**src/rtl/control_unit.sv**
```systemverilog
// control_unit: hardwired Moore sequencer (fetch / decode / execute, T0..T7)
// for the 32-bit bus-based datapath. Strobes are a decode of the state
// register and the opcode latched at the end of T2.
module control_unit (
    input  logic        clk,
    input  logic        clr,
    input  logic        stop,
    input  logic [31:0] IR,
    input  logic        CON_FF,
    input  logic        mem_done,
    output logic        PCout,
    output logic        ZHighout,
    output logic        ZLowout,
    output logic        MDRout,
    output logic        HIout,
    output logic        LOout,
    output logic        Cout,
    output logic        BAout,
    output logic        Rout,
    output logic        PCin,
    output logic        IRin,
    output logic        MARin,
    output logic        MDRin,
    output logic        Yin,
    output logic        ZHIin,
    output logic        ZLOin,
    output logic        HIin,
    output logic        LOin,
    output logic        CONin,
    output logic        Rin,
    output logic        Gra,
    output logic        Grb,
    output logic        Grc,
    output logic        IncPC,
    output logic        Read,
    output logic        Write,
    output logic [4:0]  operation,
    output logic        Run
);

    localparam int unsigned OP_W = 5;

    localparam logic [3:0] RESET = 4'd0;
    localparam logic [3:0] T0    = 4'd1;
    localparam logic [3:0] T1    = 4'd2;
    localparam logic [3:0] T2    = 4'd3;
    localparam logic [3:0] T3    = 4'd4;
    localparam logic [3:0] T4    = 4'd5;
    localparam logic [3:0] T5    = 4'd6;
    localparam logic [3:0] T6    = 4'd7;
    localparam logic [3:0] T7    = 4'd8;
    localparam logic [3:0] HALT  = 4'd9;

    localparam logic [OP_W-1:0] OP_LD   = 5'b00000;
    localparam logic [OP_W-1:0] OP_LDI  = 5'b00001;
    localparam logic [OP_W-1:0] OP_ST   = 5'b00010;
    localparam logic [OP_W-1:0] OP_ADD  = 5'b00011;
    localparam logic [OP_W-1:0] OP_AND  = 5'b00101;
    localparam logic [OP_W-1:0] OP_OR   = 5'b00110;
    localparam logic [OP_W-1:0] OP_ROL  = 5'b01010;
    localparam logic [OP_W-1:0] OP_ADDI = 5'b01100;
    localparam logic [OP_W-1:0] OP_ANDI = 5'b01101;
    localparam logic [OP_W-1:0] OP_ORI  = 5'b01110;
    localparam logic [OP_W-1:0] OP_MUL  = 5'b01111;
    localparam logic [OP_W-1:0] OP_DIV  = 5'b10000;
    localparam logic [OP_W-1:0] OP_BRX  = 5'b10011;
    localparam logic [OP_W-1:0] OP_JR   = 5'b10100;
    localparam logic [OP_W-1:0] OP_HALT = 5'b11011;

    logic [3:0]      state;
    logic [3:0]      nextState;
    logic [3:0]      boundaryState;
    logic [OP_W-1:0] opcode;
    logic [OP_W-1:0] immOp;
    logic            isLd, isLdi, isSt, isAlu, isImm, isMulDiv, isBrx, isJr, isHalt;
    logic            unusedIrBits;

    // Register fields are decoded downstream; only the opcode is used here.
    assign unusedIrBits = ^IR[26:0];

    // Instruction class decode of the latched opcode; anything unlisted is a nop.
    assign isLd     = (opcode == OP_LD);
    assign isLdi    = (opcode == OP_LDI);
    assign isSt     = (opcode == OP_ST);
    assign isAlu    = (opcode >= OP_ADD) && (opcode <= OP_ROL);
    assign isImm    = (opcode == OP_ADDI) || (opcode == OP_ANDI) || (opcode == OP_ORI);
    assign isMulDiv = (opcode == OP_MUL) || (opcode == OP_DIV);
    assign isBrx    = (opcode == OP_BRX);
    assign isJr     = (opcode == OP_JR);
    assign isHalt   = (opcode == OP_HALT);

    // Instruction boundary: stop is honoured only here, so an in-flight instruction completes.
    assign boundaryState = stop ? HALT : T0;

    // ALU code for immediate forms.
    always_comb begin
        immOp = OP_OR;
        case (opcode)
            OP_ADDI: immOp = OP_ADD;
            OP_ANDI: immOp = OP_AND;
            default: immOp = OP_OR;
        endcase
    end

    // State register.
    always_ff @(posedge clk or negedge clr) begin
        if (!clr) begin
            state <= RESET;
        end else begin
            state <= nextState;
        end
    end

    // Opcode latch on the T2->T3 edge.
    always_ff @(posedge clk or negedge clr) begin
        if (!clr) begin
            opcode <= '0;
        end else if (state == T2) begin
            opcode <= IR[31:27];
        end
    end

    // Next-state and strobe decode.
    always_comb begin
        nextState = state;
        PCout = 1'b0; ZHighout = 1'b0; ZLowout = 1'b0; MDRout = 1'b0; HIout = 1'b0;
        LOout = 1'b0; Cout = 1'b0; BAout = 1'b0; Rout = 1'b0;
        PCin = 1'b0; IRin = 1'b0; MARin = 1'b0; MDRin = 1'b0; Yin = 1'b0; ZHIin = 1'b0;
        ZLOin = 1'b0; HIin = 1'b0; LOin = 1'b0; CONin = 1'b0; Rin = 1'b0;
        Gra = 1'b0; Grb = 1'b0; Grc = 1'b0;
        IncPC = 1'b0; Read = 1'b0; Write = 1'b0;
        operation = '0;
        Run = (state != RESET) && (state != HALT);

        case (state)
            RESET: nextState = boundaryState;
            T0: begin
                PCout = 1'b1; MARin = 1'b1; IncPC = 1'b1; ZLOin = 1'b1;
                nextState = T1;
            end
            T1: begin
                ZLowout = 1'b1; PCin = 1'b1; Read = 1'b1; MDRin = 1'b1;
                if (mem_done) nextState = T2;
            end
            T2: begin
                MDRout = 1'b1; IRin = 1'b1;
                nextState = T3;
            end
            T3: begin
                nextState = T4;
                if (isAlu || isImm) begin
                    Grb = 1'b1; Rout = 1'b1; Yin = 1'b1;
                end else if (isLdi || isLd || isSt) begin
                    Grb = 1'b1; BAout = 1'b1; Yin = 1'b1;
                end else if (isMulDiv) begin
                    Gra = 1'b1; Rout = 1'b1; Yin = 1'b1;
                end else if (isBrx) begin
                    Gra = 1'b1; Rout = 1'b1; CONin = 1'b1;
                end else if (isJr) begin
                    Gra = 1'b1; Rout = 1'b1; PCin = 1'b1;
                    nextState = boundaryState;
                end else if (isHalt) begin
                    nextState = HALT;
                end else begin
                    nextState = boundaryState;
                end
            end
            T4: begin
                nextState = T5;
                if (isAlu) begin
                    Grc = 1'b1; Rout = 1'b1; ZLOin = 1'b1; operation = opcode;
                end else if (isImm) begin
                    Cout = 1'b1; ZLOin = 1'b1; operation = immOp;
                end else if (isLdi || isLd || isSt) begin
                    Cout = 1'b1; ZLOin = 1'b1; operation = OP_ADD;
                end else if (isMulDiv) begin
                    Grb = 1'b1; Rout = 1'b1; ZHIin = 1'b1; ZLOin = 1'b1; operation = opcode;
                end else if (isBrx) begin
                    PCout = 1'b1; Yin = 1'b1;
                end else begin
                    nextState = boundaryState;
                end
            end
            T5: begin
                nextState = T6;
                if (isAlu || isImm || isLdi) begin
                    ZLowout = 1'b1; Gra = 1'b1; Rin = 1'b1;
                    nextState = boundaryState;
                end else if (isLd || isSt) begin
                    ZLowout = 1'b1; MARin = 1'b1;
                end else if (isMulDiv) begin
                    ZLowout = 1'b1; LOin = 1'b1;
                end else if (isBrx) begin
                    Cout = 1'b1; ZLOin = 1'b1; operation = OP_ADD;
                end else begin
                    nextState = boundaryState;
                end
            end
            T6: begin
                nextState = boundaryState;
                if (isLd) begin
                    Read = 1'b1; MDRin = 1'b1;
                    nextState = mem_done ? T7 : T6;
                end else if (isSt) begin
                    Gra = 1'b1; Rout = 1'b1; MDRin = 1'b1;
                    nextState = T7;
                end else if (isMulDiv) begin
                    ZHighout = 1'b1; HIin = 1'b1;
                end else if (isBrx) begin
                    ZLowout = 1'b1; PCin = CON_FF;
                end
            end
            T7: begin
                nextState = boundaryState;
                if (isLd) begin
                    MDRout = 1'b1; Gra = 1'b1; Rin = 1'b1;
                end else if (isSt) begin
                    Write = 1'b1;
                    if (!mem_done) nextState = T7;
                end
            end
            HALT: nextState = HALT;
            default: nextState = RESET;
        endcase
    end

endmodule

```
**config.mk**
```make
export PLATFORM = sky130hd
export DESIGN_NAME = control_unit
export DESIGN_NICKNAME = d
export VERILOG_FILES = /design/src/rtl/control_unit.sv
export SDC_FILE = /design/constraint.sdc
export NUM_CORES = 1
export LEC_CHECK = 0
export CAP_MARGIN = 20
export CORE_MARGIN = 4
export CORE_UTILIZATION = 40
export DETAILED_ROUTE_END_ITERATION = 8
export HOLD_SLACK_MARGIN = 0.1
export PLACE_DENSITY = 0.82
export SLEW_MARGIN = 20
export SYNTH_ARGS = -nofsm -noshare
export SYNTH_HDL_FRONTEND = slang
export SYNTH_SLANG_ARGS = --single-unit
```
**constraint.sdc**
```tcl
create_clock -name clk -period 3.47 [get_ports clk]
set_clock_uncertainty 0.15 [all_clocks]
set_input_delay 0.694 -clock clk [delete_from_list [all_inputs] [get_ports clk]]
set_output_delay 0.694 -clock clk [all_outputs]
set_load 0.005 [all_outputs]
```
==> results of run 1 <==
-- power by group --
part           internal (uW)  switching (uW)
Clock                   44.0            32.4
Sequential               153             141
Combinational            421             483
Total                    618             656
-- worst paths after layout --
| path | start | endpoint | slack, ns | cells after the start |
|---|---|---|---|---|
| setup / recovery | opcode[1]$_DFFE_PN0P_ | ZLOin | 0.24 | 5 |
| min in group asynchronous | clr | state[0]$_DFFE_PN0P_ | 0.57 | 1 |
| hold reg to reg | opcode[2]$_DFFE_PN0P_ | opcode[2]$_DFFE_PN0P_ | 0.49 | 1 |
| max in group asynchronous | clr | opcode[1]$_DFFE_PN0P_ | 2.34 | 1 |
| setup reg to reg | opcode[4]$_DFFE_PN0P_ | state[3]$_DFFE_PN0P_ | 1.53 | 5 |
| hold / removal | opcode[2]$_DFFE_PN0P_ | opcode[2]$_DFFE_PN0P_ | 0.49 | 1 |
-- logic make-up (layout without fill, tap and decap cells) --
| group | after synthesis | count (layout) | synth area share, % |
|---|---|---|---|
| AND/OR/NAND/NOR | 89 | 89 | 39.3 |
| multiplexers | 3 | 3 | 2.85 |
| other | 1 | 2 | 0.316 |
| XOR/XNOR | 2 | 2 | 1.48 |
| flip-flops | 9 | 9 | 19.0 |
| buffers and inverters | 21 | 55 | 9.39 |
| AO/OA/AOI/OAI | 52 | 52 | 27.6 |
-- layout by cell type, fill, tap and decap left out, types with 6 or more instances in the layout --
cell	count
nand2_1	22
clkdlybuf4s50_1	39
inv_1	6
nand3_1	11
nor2_1	23
a21oi_1	15
dfrtp_1	9
o21ai_0	7
-- layout make-up --
type                       count  area, sq um
clock buffer                   4         26.3
timing repair buffer          44          428
tap                           31         38.8
multi-input combinational    148          853
fill                         288         1210
sequential                     9          225
inverter                       7         26.3
-- registers in the layout, summed over array words and instances (netlist names) --
signal  cells
opcode      5
state       4
-- layer usage --
layer	part of all wire, %	up-vias
met2	47	76
met5	0	-
met3	7.8	6
met4	1.3	0
met1	44	650
li1	-	702
-- through the flow --
| stage | hold slack, ns | worst slack, ns | std cells |
|---|---|---|---|
| after floorplan | 0.248 | 1.19 | 178 |
| after global placement | 0.469 | 0.572 | 239 |
| after detailed placement | 0.484 | 0.547 | 239 |
| after CTS | 0.499 | 0.265 | 243 |
| after global routing | 0.510 | 0.113 | 243 |
| final | 0.487 | 0.242 | 243 |
==> flow_metrics.py, run 1 <==
metrics = {
    "worst_setup_path": {
        "arrival_ns": 2.38,
        "crit_path_cell_trace": "and2_4, nand3_2, or2_2, o211ai_1, clkdlybuf4s50_1",
        "critPathMaxFanout": 17,
        "crit_slowest_cell": "dfrtp_1",
        "critical_path_required_ns": 2.63,
        "start_kind": "flip-flop",
        "cpLargestDelayFamily": "simple AND/OR/NAND/NOR gates",
        "crit_buf_inv": 1,
        "critPathMaxStageDelay_ns": 0.69,
        "path_class": "reg -> out",
        "crit_path_end_kind": "output pin",
    },
    "finish": {
        "syn_to_final_growth_pct": 34.7,
        "n_antenna_cell": 0,
        "nets": 250,
        "design_area_sq_um": 1600,
        "fin_util_pct": 57.0,
        "drive_gt1_share_pct": 10.4,
    },
    "clocking": {
        "cts_buffer_depth": 2,
        "cts_resized": 0,
        "insertion_delay_ns": 0.26,
        "post-cts-setup-buffer-count": 0,
        "cts_tree": "done",
        "h-tree-depth": 1,
        "cts_hold_buffers": 0,
        "cts_root_buf": "clkbuf_4",
        "cts.sinks": 9,
        "cts_made_buffers": 3,
        "clk_pin_slew_ns": 0.05,
    },
    "synthesis": {
        "synth_top_area_share_pct": 19.0,
        "synthFlopType": "dfrtp_1",
        "synth.avg_cell_area_sq_um": 6.70,
        "synth-seq-cells": 9,
        "async_flop_share_pct": 100,
        "synth_seq_area_share_pct": 19.0,
        "synthCells": 177,
        "ys_top_cells_by_area": "dfrtp_1 19%, nor2_1 7.3%, nand2_1 7.0%",
        "yosysMostFrequentCell": "nor2_1",
        "synth_enable_flop_cells": 0,
        "ys_warn_count": 0,
        "yosysUniqueCellTypes": 49,
        "synth.top_cells.by_count": "23 x nor2_1, 22 x nand2_1, 15 x a21oi_1, 11 x nand3_1, 9 x dfrtp_1",
        "synth_area_sq_um": 1190,
        "yosysTopAreaCell": "dfrtp_1",
    },
    "routing": {
        "wl_per_cell_microns": 14.2,
        "drt-initial-drc-count": 105,
        "via_per_inst": 5.90,
        "drc_errors": 0,
        "drtAntennaViolNets": 0,
        "via_count": 1434,
        "first_pass_iters": 4,
        "finalWirelength_mm": 3.44,
    },
    "global_routing": {
        "grt_pass1_vias": 1219,
        "grt_busiest_layer": "met2",
        "grt_max_degree": 18,
        "overflow": 0,
        "antenna_found_initial": 0,
        "grt_pass1_wl_mm": 5.60,
        "grt_util_met2_pct": 28.1,
        "grt.met1_usage_pct": 22.7,
        "grtUsageTotal_pct": 17.1,
        "grtUsageMet3_pct": 1.44,
    },
    "hold_path": {
        "hp-class": "reg -> reg",
    },
    "die": {
        "rows": 19,
        "initial_core_util_pct": 42.3,
        "die_h_microns": 62.5,
        "die_w_microns": 62.5,
        "die-area_sq_um": 3900,
        "core_area_sq_um": 2810,
        "io_pins": 69,
    },
    "sta": {
        "worst_pin_slew_ns": 0.553,
        "hold_viol_final": 0,
        "drv_slew": 0,
        "tns_ns": 0,
        "rsz0062_at_grt": "no",
        "timing.final.crit_period_ns": 3.23,
        "fmaxAchievable_ghz": 0.310,
        "setup_viol_count_final": 0,
        "finalCritPeriodShare_pct": 93.0,
        "worst_slew_margin_rel_pct": 63.1,
    },
    "power_and_ir_drop": {
        "power_uw": 1270,
        "ir_drop_mv": 0.488,
        "leakage_uw": 0.000600,
        "p_per_area_nw_per_um2": 797,
    },
    "place": {
        "post-dp-hpwl_mm": 2.66,
        "portBuffers": 39,
        "place_area_sq_um": 1570,
        "place_congestion": 0.898,
    },
    "run": {
        "cap_viol_max_count": 0,
    },
    "status": {
        "run_status": "finished clean",
    },
}
No activity file was read; power rests on OpenSTA's default activity.
==> inputs of run 2 (changes only) <==
- DONT_BUFFER_PORTS: not set -> 1
- GPL_ROUTABILITY_DRIVEN: not set -> 0
- PLACE_DENSITY: 0.82 -> 0.52
==> flow_metrics.py, run 2 (synthesis results as in run 1) <==
metrics = {
    "routing": {
        "drt-initial-drc-count": 108,
        "first_pass_iters": 4,
        "via_per_inst": 6.25,
        "drtAntennaViolNets": 0,
        "finalWirelength_mm": 3.46,
        "via_count": 1256,
        "drc_errors": 0,
        "wl_per_cell_microns": 17.2,
    },
    "clocking": {
        "insertion_delay_ns": 0.25,
        "cts_made_buffers": 3,
        "cts_buffer_depth": 2,
        "cts_root_buf": "clkbuf_4",
        "h-tree-depth": 1,
        "clk_pin_slew_ns": 0.05,
        "cts_tree": "done",
        "cts.sinks": 9,
    },
    "finish": {
        "reg.largest.list": "opcode: 5 flops, state: 4 flops",
        "nets": 208,
        "largest_reg_flops": 5,
        "finalNonFillerCells": 201,
        "design_area_sq_um": 1190,
        "layout_commonest_cell": "nor2_1",
        "n_antenna_cell": 0,
        "syn_to_final_growth_pct": 0.106,
        "final_cell_mix": "23 x nor2_1, 22 x nand2_1, 15 x a21oi_1, 11 x nand3_1, 9 x dfrtp_1",
        "drive_gt1_share_pct": 10.6,
        "largest-register": "opcode",
    },
    "sta": {
        "setup_viol_count_final": 0,
        "setup_ws_ns": 0.630,
        "rsz0062_at_grt": "no",
        "finalCritPeriodShare_pct": 81.8,
        "hold_viol_final": 0,
        "finalHoldWorstSlack_ns": 0.414,
        "tns_ns": 0,
        "drv_slew": 0,
        "worst_pin_slew_ns": 0.576,
        "worst_slew_margin_rel_pct": 61.6,
        "fmaxAchievable_ghz": 0.352,
        "timing.final.crit_period_ns": 2.84,
    },
    "die": {
        "initial_core_util_pct": 42.3,
        "io_pins": 69,
        "die_h_microns": 62.5,
        "core_area_sq_um": 2810,
        "die_w_microns": 62.5,
        "rows": 19,
        "die-area_sq_um": 3900,
    },
    "global_routing": {
        "grt_pass1_wl_mm": 5.78,
        "grtUsageTotal_pct": 17.9,
        "antenna_found_initial": 0,
        "overflow": 0,
        "grt_pass1_vias": 1119,
        "grt_max_degree": 19,
    },
    "hold_path": {
        "whs_endpoint": "opcode[3]$_DFFE_PN0P_",
        "hp-class": "in -> reg",
        "hold_start": "IR[30]",
        "min_path_cells": 2,
    },
    "place": {
        "place_area_sq_um": 1150,
        "dpl_worst_slack_ns": 0.896,
        "portBuffers": 0,
        "placed_cells": 196,
        "post-dp-hpwl_mm": 2.70,
    },
    "power_and_ir_drop": {
        "ir_drop_mv": 0.510,
        "p_per_area_nw_per_um2": 929,
        "leakage_uw": 0.000446,
    },
    "run": {
        "cap_viol_max_count": 0,
    },
    "worst_setup_path": {
        "rr_startpoint": "opcode[2]$_DFFE_PN0P_",
        "r2r_cells": 5,
        "crit_path_end_kind": "output pin",
        "rrSetupSlack_ns": 1.44,
        "arrival_ns": 2.00,
        "path_class": "reg -> out",
        "critPathMaxFanout": 18,
        "reg2reg_to": "state[3]$_DFFE_PN0P_",
        "critical_path_required_ns": 2.63,
        "start_kind": "flip-flop",
    },
    "status": {
        "run_status": "finished clean",
    },
}
==> run 2: how the worst max path moves through the flow <==
| stage | startpoint | slack (ns) | endpoint | cells after the start |
|---|---|---|---|---|
| after global placement | opcode[2]$_DFFE_PN0P_ | 0.90 | Gra | 5 |
| final | opcode[2]$_DFFE_PN0P_ | 0.63 | Gra | 5 |
| after floorplan | opcode[2]$_DFFE_PN0P_ | 1.19 | Gra | 6 |
| after global routing | opcode[2]$_DFFE_PN0P_ | 0.50 | Rin | 5 |
| after CTS | opcode[2]$_DFFE_PN0P_ | 0.62 | MDRout | 5 |
| after detailed placement | opcode[2]$_DFFE_PN0P_ | 0.90 | MDRout | 5 |
==> run 2: worst max-delay path, cell delays in order (launching register included) <==
cell and delay [ns]:
dfrtp_1 0.59, or2_4 0.37, or3_4 0.35, nor2_4 0.13, a31oi_1 0.14, o21ai_2 0.17
==> run 2: power by group <==
part           switching, uW  total, uW  internal, uW
clock                   30.8       74.8          43.9
sequential               193        345           152
combinational            413        683           270
==> run 2: timing repair <==
item / in CTS / in global routing
setup buffers: 0 / 0
gates resized for setup: 0 / 0
hold buffers: 1 / 0
setup endpoints to repair: 0 / 0
endpoints found under the hold margin: 9 / 0
==> run 2: routing by layer <==
metal,track usage (%),part of all wire [%],up-vias
met1,26.6,47,586
met3,3.96,7.1,2
li1,-,-,622
met5,0,0,-
met2,25.3,45,46
met4,5.79,0.49,0
==> run 2: area by class of cell <==
cell class | count | area (sq um)
inverters | 7 | 26.3
repair buffers | 2 | 17.5
fillers | 304 | 1620
well taps | 31 | 38.8
multi-input cells | 148 | 853
flip-flops and latches | 9 | 225
clock buffers | 4 | 26.3
==> run 2: per-stage QoR <==
stage	util [%]	power [uW]
5_1_grt	42.3	1230
4_1_cts	42.3	1100
3_3_place_gp	41.0	1010
6_report	42.3	1100
3_5_place_dp	41.0	1020
2_1_floorplan	-	898
==> inputs of run 3 (changes only) <==
- clock period: 3.47 -> 2.8 ns (I/O delays scaled with it)
==> flow_metrics.py, run 3 (synthesis results as in run 1) <==
metrics = {
    "sta": {
        "tns_ns": 0,
        "hold_viol_final": 0,
        "setup_viol_count_final": 0,
        "worst_pin_slew_ns": 0.535,
        "finalCritPeriodShare_pct": 92.1,
        "fmaxAchievable_ghz": 0.388,
        "timing.final.crit_period_ns": 2.58,
        "worst_slew_margin_rel_pct": 64.3,
        "rsz0062_at_grt": "no",
        "drv_slew": 0,
    },
    "global_routing": {
        "antenna_found_initial": 0,
        "grt_pass1_vias": 1187,
        "grtUsageTotal_pct": 17.3,
        "grt_pass1_wl_mm": 5.63,
        "grt_max_degree": 18,
        "overflow": 0,
    },
    "finish": {
        "largest_reg_flops": 5,
        "syn_to_final_growth_pct": 2.64,
        "final_cell_mix": "23 x nor2_1, 22 x nand2_1, 15 x a21oi_1, 11 x nand3_1, 9 x dfrtp_1",
        "fillers": 310,
        "layout_commonest_cell": "nor2_1",
        "reg.largest.list": "opcode: 5 flops, state: 4 flops",
        "largest-register": "opcode",
        "drive_gt1_share_pct": 12.6,
        "nets": 212,
        "n_antenna_cell": 0,
    },
    "hold_path": {
        "min_path_cells": 2,
        "hold_start": "IR[31]",
        "hp-class": "in -> reg",
        "whs_endpoint": "opcode[4]$_DFFE_PN0P_",
    },
    "power_and_ir_drop": {
        "power_uw": 1390,
        "leakage_uw": 0.000465,
        "ir_drop_mv": 0.576,
        "p_per_area_nw_per_um2": 1150,
    },
    "worst_setup_path": {
        "arrival_ns": 1.87,
        "crit_slowest_cell": "dfrtp_1",
        "rrSetupSlack_ns": 0.84,
        "crit_buf_inv": 0,
        "crit_path_cell_trace": "and2_4, nand3_2, or2_2, o211ai_1",
        "critical_path_required_ns": 2.09,
        "cpLargestDelayFamily": "simple AND/OR/NAND/NOR gates",
        "crit_path_end_kind": "output pin",
        "reg2reg_to": "state[3]$_DFFE_PN0P_",
        "r2r_cells": 6,
        "critPathMaxFanout": 17,
        "start_kind": "flip-flop",
        "critPathMaxStageDelay_ns": 0.68,
        "path_class": "reg -> out",
        "rr_startpoint": "opcode[2]$_DFFE_PN0P_",
    },
    "clocking": {
        "cts_root_buf": "clkbuf_4",
        "cts_resized": 0,
        "cts.sinks": 9,
        "cts_made_buffers": 3,
        "clk_pin_slew_ns": 0.05,
        "h-tree-depth": 1,
        "cts_tree": "done",
        "cts_buffer_depth": 2,
        "insertion_delay_ns": 0.25,
    },
    "die": {
        "core_area_sq_um": 2810,
        "die-area_sq_um": 3900,
        "io_pins": 69,
        "die_h_microns": 62.5,
        "rows": 19,
        "initial_core_util_pct": 42.3,
        "die_w_microns": 62.5,
    },
    "routing": {
        "wl_per_cell_microns": 16.5,
        "via_count": 1293,
        "drt-initial-drc-count": 97,
        "via_per_inst": 6.31,
        "drc_errors": 0,
        "drtAntennaViolNets": 0,
        "finalWirelength_mm": 3.39,
        "first_pass_iters": 4,
    },
    "run": {
        "cap_viol_max_count": 0,
    },
    "status": {
        "run_status": "finished clean",
    },
    "place": {
        "portBuffers": 0,
        "post-dp-hpwl_mm": 2.72,
    },
}
-- run 3: per-layer routing --
layer	part of all wire (%)	vias to the layer above	wire [microns]	track usage (%)
met4	1.4	0	48	9.09
met1	46	599	1580	23.4
met5	0	-	0	0
li1	-	631	-	-
met3	7.9	6	267	2.88
met2	44	57	1500	26.4
-- run 3: final cells by class --
cell class	count	area (sq um)	share of cell area (%)
flip-flops and latches	9	225	18.5
clock buffers	4	26.3	2.16
multi-input cells	148	853	70.1
repair buffers	6	47.5	3.91
well taps	31	38.8	3.19
inverters	7	26.3	2.16
-- run 3: worst max path at each step --
stage	from	endpoint	slack [ns]	cells past startpoint
2_1_floorplan	opcode[2]$_DFFE_PN0P_	Gra	0.65	6
3_3_place_gp	opcode[1]$_DFFE_PN0P_	ZLOin	0.54	4
3_5_place_dp	opcode[1]$_DFFE_PN0P_	ZLOin	0.52	4
4_1_cts	opcode[1]$_DFFE_PN0P_	ZLOin	0.24	4
5_1_grt	opcode[1]$_DFFE_PN0P_	PCin	0.07	5
6_report	opcode[1]$_DFFE_PN0P_	ZLOin	0.22	4
-- run 3: through the flow --
step,area (sq um),hold slack [ns],util [%],std cells,worst slack [ns]
after floorplan,1190,0.114,-,178,0.651
after global placement,1180,0.115,42.1,200,0.538
after detailed placement,1180,0.115,42.1,200,0.517
after CTS,1220,0.268,43.4,205,0.235
after global routing,1220,0.273,43.4,205,0.0734
final,1220,0.277,43.4,205,0.222
-- run 3: power breakdown --
group | internal (uW) | switching (uW) | total (uW)
registers | 190 | 181 | 371
clock network | 54.5 | 38.9 | 93.4
logic | 361 | 570 | 931
-- run 3: what timing repair did --
| item | CTS | global route |
|---|---|---|
| endpoints found under the hold margin | 9 | 0 |
| hold buffers | 1 | 0 |
| buffers inserted | 0 | 0 |
==> RTL change, RTL diff (config.mk and constraints of run 2) <==
Add an input register stage for `stop`, `IR`, `CON_FF` and `mem_done`, with the module's reset; this delays them by one clock.
--- a/src/rtl/control_unit.sv
+++ b/src/rtl/control_unit.sv
@@ -67,6 +67,25 @@
     localparam logic [OP_W-1:0] OP_JR   = 5'b10100;
     localparam logic [OP_W-1:0] OP_HALT = 5'b11011;
 
+    logic stop_q;
+    logic [31:0] IR_q;
+    logic CON_FF_q;
+    logic mem_done_q;
+
+    always_ff @(posedge clk or negedge clr) begin
+        if (!clr) begin
+            stop_q     <= '0;
+            IR_q       <= '0;
+            CON_FF_q   <= '0;
+            mem_done_q <= '0;
+        end else begin
+            stop_q     <= stop;
+            IR_q       <= IR;
+            CON_FF_q   <= CON_FF;
+            mem_done_q <= mem_done;
+        end
+    end
+
     logic [3:0]      state;
     logic [3:0]      nextState;
     logic [3:0]      boundaryState;
@@ -76,7 +95,7 @@
     logic            unusedIrBits;
 
     // Register fields are decoded downstream; only the opcode is used here.
-    assign unusedIrBits = ^IR[26:0];
+    assign unusedIrBits = ^IR_q[26:0];
 
     // Instruction class decode of the latched opcode; anything unlisted is a nop.
     assign isLd     = (opcode == OP_LD);
@@ -90,7 +109,7 @@
     assign isHalt   = (opcode == OP_HALT);
 
     // Instruction boundary: stop is honoured only here, so an in-flight instruction completes.
-    assign boundaryState = stop ? HALT : T0;
+    assign boundaryState = stop_q ? HALT : T0;
 
     // ALU code for immediate forms.
     always_comb begin
@@ -116,7 +135,7 @@
         if (!clr) begin
             opcode <= '0;
         end else if (state == T2) begin
-            opcode <= IR[31:27];
+            opcode <= IR_q[31:27];
         end
     end
 
@@ -140,7 +159,7 @@
             end
             T1: begin
                 ZLowout = 1'b1; PCin = 1'b1; Read = 1'b1; MDRin = 1'b1;
-                if (mem_done) nextState = T2;
+                if (mem_done_q) nextState = T2;
             end
             T2: begin
                 MDRout = 1'b1; IRin = 1'b1;
@@ -200,14 +219,14 @@
                 nextState = boundaryState;
                 if (isLd) begin
                     Read = 1'b1; MDRin = 1'b1;
-                    nextState = mem_done ? T7 : T6;
+                    nextState = mem_done_q ? T7 : T6;
                 end else if (isSt) begin
                     Gra = 1'b1; Rout = 1'b1; MDRin = 1'b1;
                     nextState = T7;
                 end else if (isMulDiv) begin
                     ZHighout = 1'b1; HIin = 1'b1;
                 end else if (isBrx) begin
-                    ZLowout = 1'b1; PCin = CON_FF;
+                    ZLowout = 1'b1; PCin = CON_FF_q;
                 end
             end
             T7: begin
@@ -216,7 +235,7 @@
                     MDRout = 1'b1; Gra = 1'b1; Rin = 1'b1;
                 end else if (isSt) begin
                     Write = 1'b1;
-                    if (!mem_done) nextState = T7;
+                    if (!mem_done_q) nextState = T7;
                 end
             end
             HALT: nextState = HALT;
Behaviour: not the same (a bounded check fails within 4 cycles, from zero or initial values).
==> RTL change against run 2 <==
Area after synthesis is 26% higher. Setup slack worse by 0.080 ns. Sequential cell count up 8. Wire length rose by 14%. Hold slack lost 0.11 ns. Power is 22% higher. Final area increased by 26%. Die area is 22% higher.
==> RTL change: results (changes against run 2) <==
- Starting DRC count in detailed routing: 172 (+59%)
- CP endpoint: operation[0]
- Sequential Area: 425 um2 (+89%)
- Worst reg2reg path endpoint: opcode[0]
- Met2 wire len: 1.76 mm (+12%)
- Area fraction of clock buffers and clock inverters: 3.01% (+0.79 points)
- Reg2Reg Setup Slack: 1.48 ns (+0.04 ns)
- Vias: 1374 (+9.4%)
- Type of the tightest min-delay check: register to register
- Synth top area cells: dfrtp_1 29%, o21ai_0 4.7%, nor2_1 4.3%
- Mapped Avg Cell Area: 7.98 um2 (+19%)
- Worst Setup SP: state[3]
- LEAKAGE: 0.000561 uW (+26%)
- Logic pwr share: 57.7% (-4.2 points)
- RR Startpoint: state[1]
- DP HPWL: 2.87 mm (+6.2%)
- Finished Layout Cells: 222 (+10%)
- Worst-path fanout max: 15 (-3)
- Non-CTS buffers: 3 (+1)
- Switching portion of total power: 53.0% (-4.8 points)
- Layout cells sized above 1: 11.9% (+1.3 points)
- GRT Overall Usage: 15.9% (-2.0 points)
- Multi-input gate share of total cell area: 61.3% (-11 points)
- Synth cell types: 60 (+22%)
- Synth Register Bits: 17 (+8)
- Arrival time at the worst endpoint: 2.08 ns (+0.08 ns)
- Drt wl/cell: 17.7 um (+3.2%)
- Biggest regs: IR_q: 5 flops, opcode: 5 flops, state: 4 flops
- Outcome: completed
- Fin nets: 214 (+2.9%)
- Maximum vdd drop: 0.000373 V (-27%)
- Largest net degree at the start of global routing: 25 (+6)
- Post-synth top cells: 17 x dfrtp_1, 17 x nor2_1, 15 x nand2_1, 14 x o21ai_0, 10 x a21oi_1
- Multi-input gate count: 145 (-2.0%)
- First-pass GRT wire length: 6.52 mm (+13%)
- Vias in the first global route: 1282 (+15%)
- Crit-path max cell delay: 0.54 ns (-0.05 ns)
- NonClk Buf Share: 1.67% (+0.20 points)
- Metal3 WL: 234 um (-5.3%)
==> RTL change: cell count changes after synthesis, moves of 3 or more <==
cell	change
dfrtp_1	+8
clkbuf_1	+5
a21o_1	+4
nand2_1	-7
buf_2	-5
o21ai_0	+7
o21ai_1	-4
buf_6	+3
nor2_1	-6
a21oi_1	-5
==> RTL change: stage by stage <==
| stage | cell area, um2 | setup WS, ns | power (uW) | hold slack (ns) |
|---|---|---|---|---|
| finish | 1500 | 0.550 | 1340 | 0.301 |
| global route | 1500 | 0.368 | 1460 | 0.313 |
| CTS | 1500 | 0.545 | 1340 | 0.302 |
| detailed placement | 1440 | 0.806 | 1190 | 0.249 |
| global placement | 1440 | 0.832 | 1180 | 0.249 |
| floorplan | 1500 | 1.30 | 1080 | 0.248 |
==> RTL change: routing by layer <==
metal	track usage (%)	up-vias
li1	-	654
met1	22.1	663
met2	25.5	53
met3	2.91	4
met4	3.69	0
met5	0	-
==> RTL change: worst min path at each step <==
stage | start | endpoint | slack, ns | cells past startpoint
after CTS | IR_q[31] | opcode[4] | 0.30 | 2
after floorplan | clr | CON_FF_q | 0.25 | 0
after global placement | clr | CON_FF_q | 0.25 | 0
final | IR_q[31] | opcode[4] | 0.30 | 2
after detailed placement | clr | CON_FF_q | 0.25 | 0
after global routing | IR[28] | IR_q[28] | 0.31 | 0
==> RTL change: kinds of logic (layout without fill, tap and decap cells) <==
family                    count (synthesis)  count (layout)  share of synthesized area (%)
and+or+nand+nor                          80              80                           30.1
AOI/OAI and AO/OA                        57              57                           26.5
buffers and inverters                    26              14                           10.2
DFF                                      17              17                           28.5
xor gates and xnor gates                  3               3                           2.27
muxes                                     3               3                           2.18
other                                     1               2                          0.251
==> RTL change: what timing repair did <==
action	CTS	global route
hold buffers	1	0
endpoints found under the hold margin	17	0
setup endpoints to repair	0	0
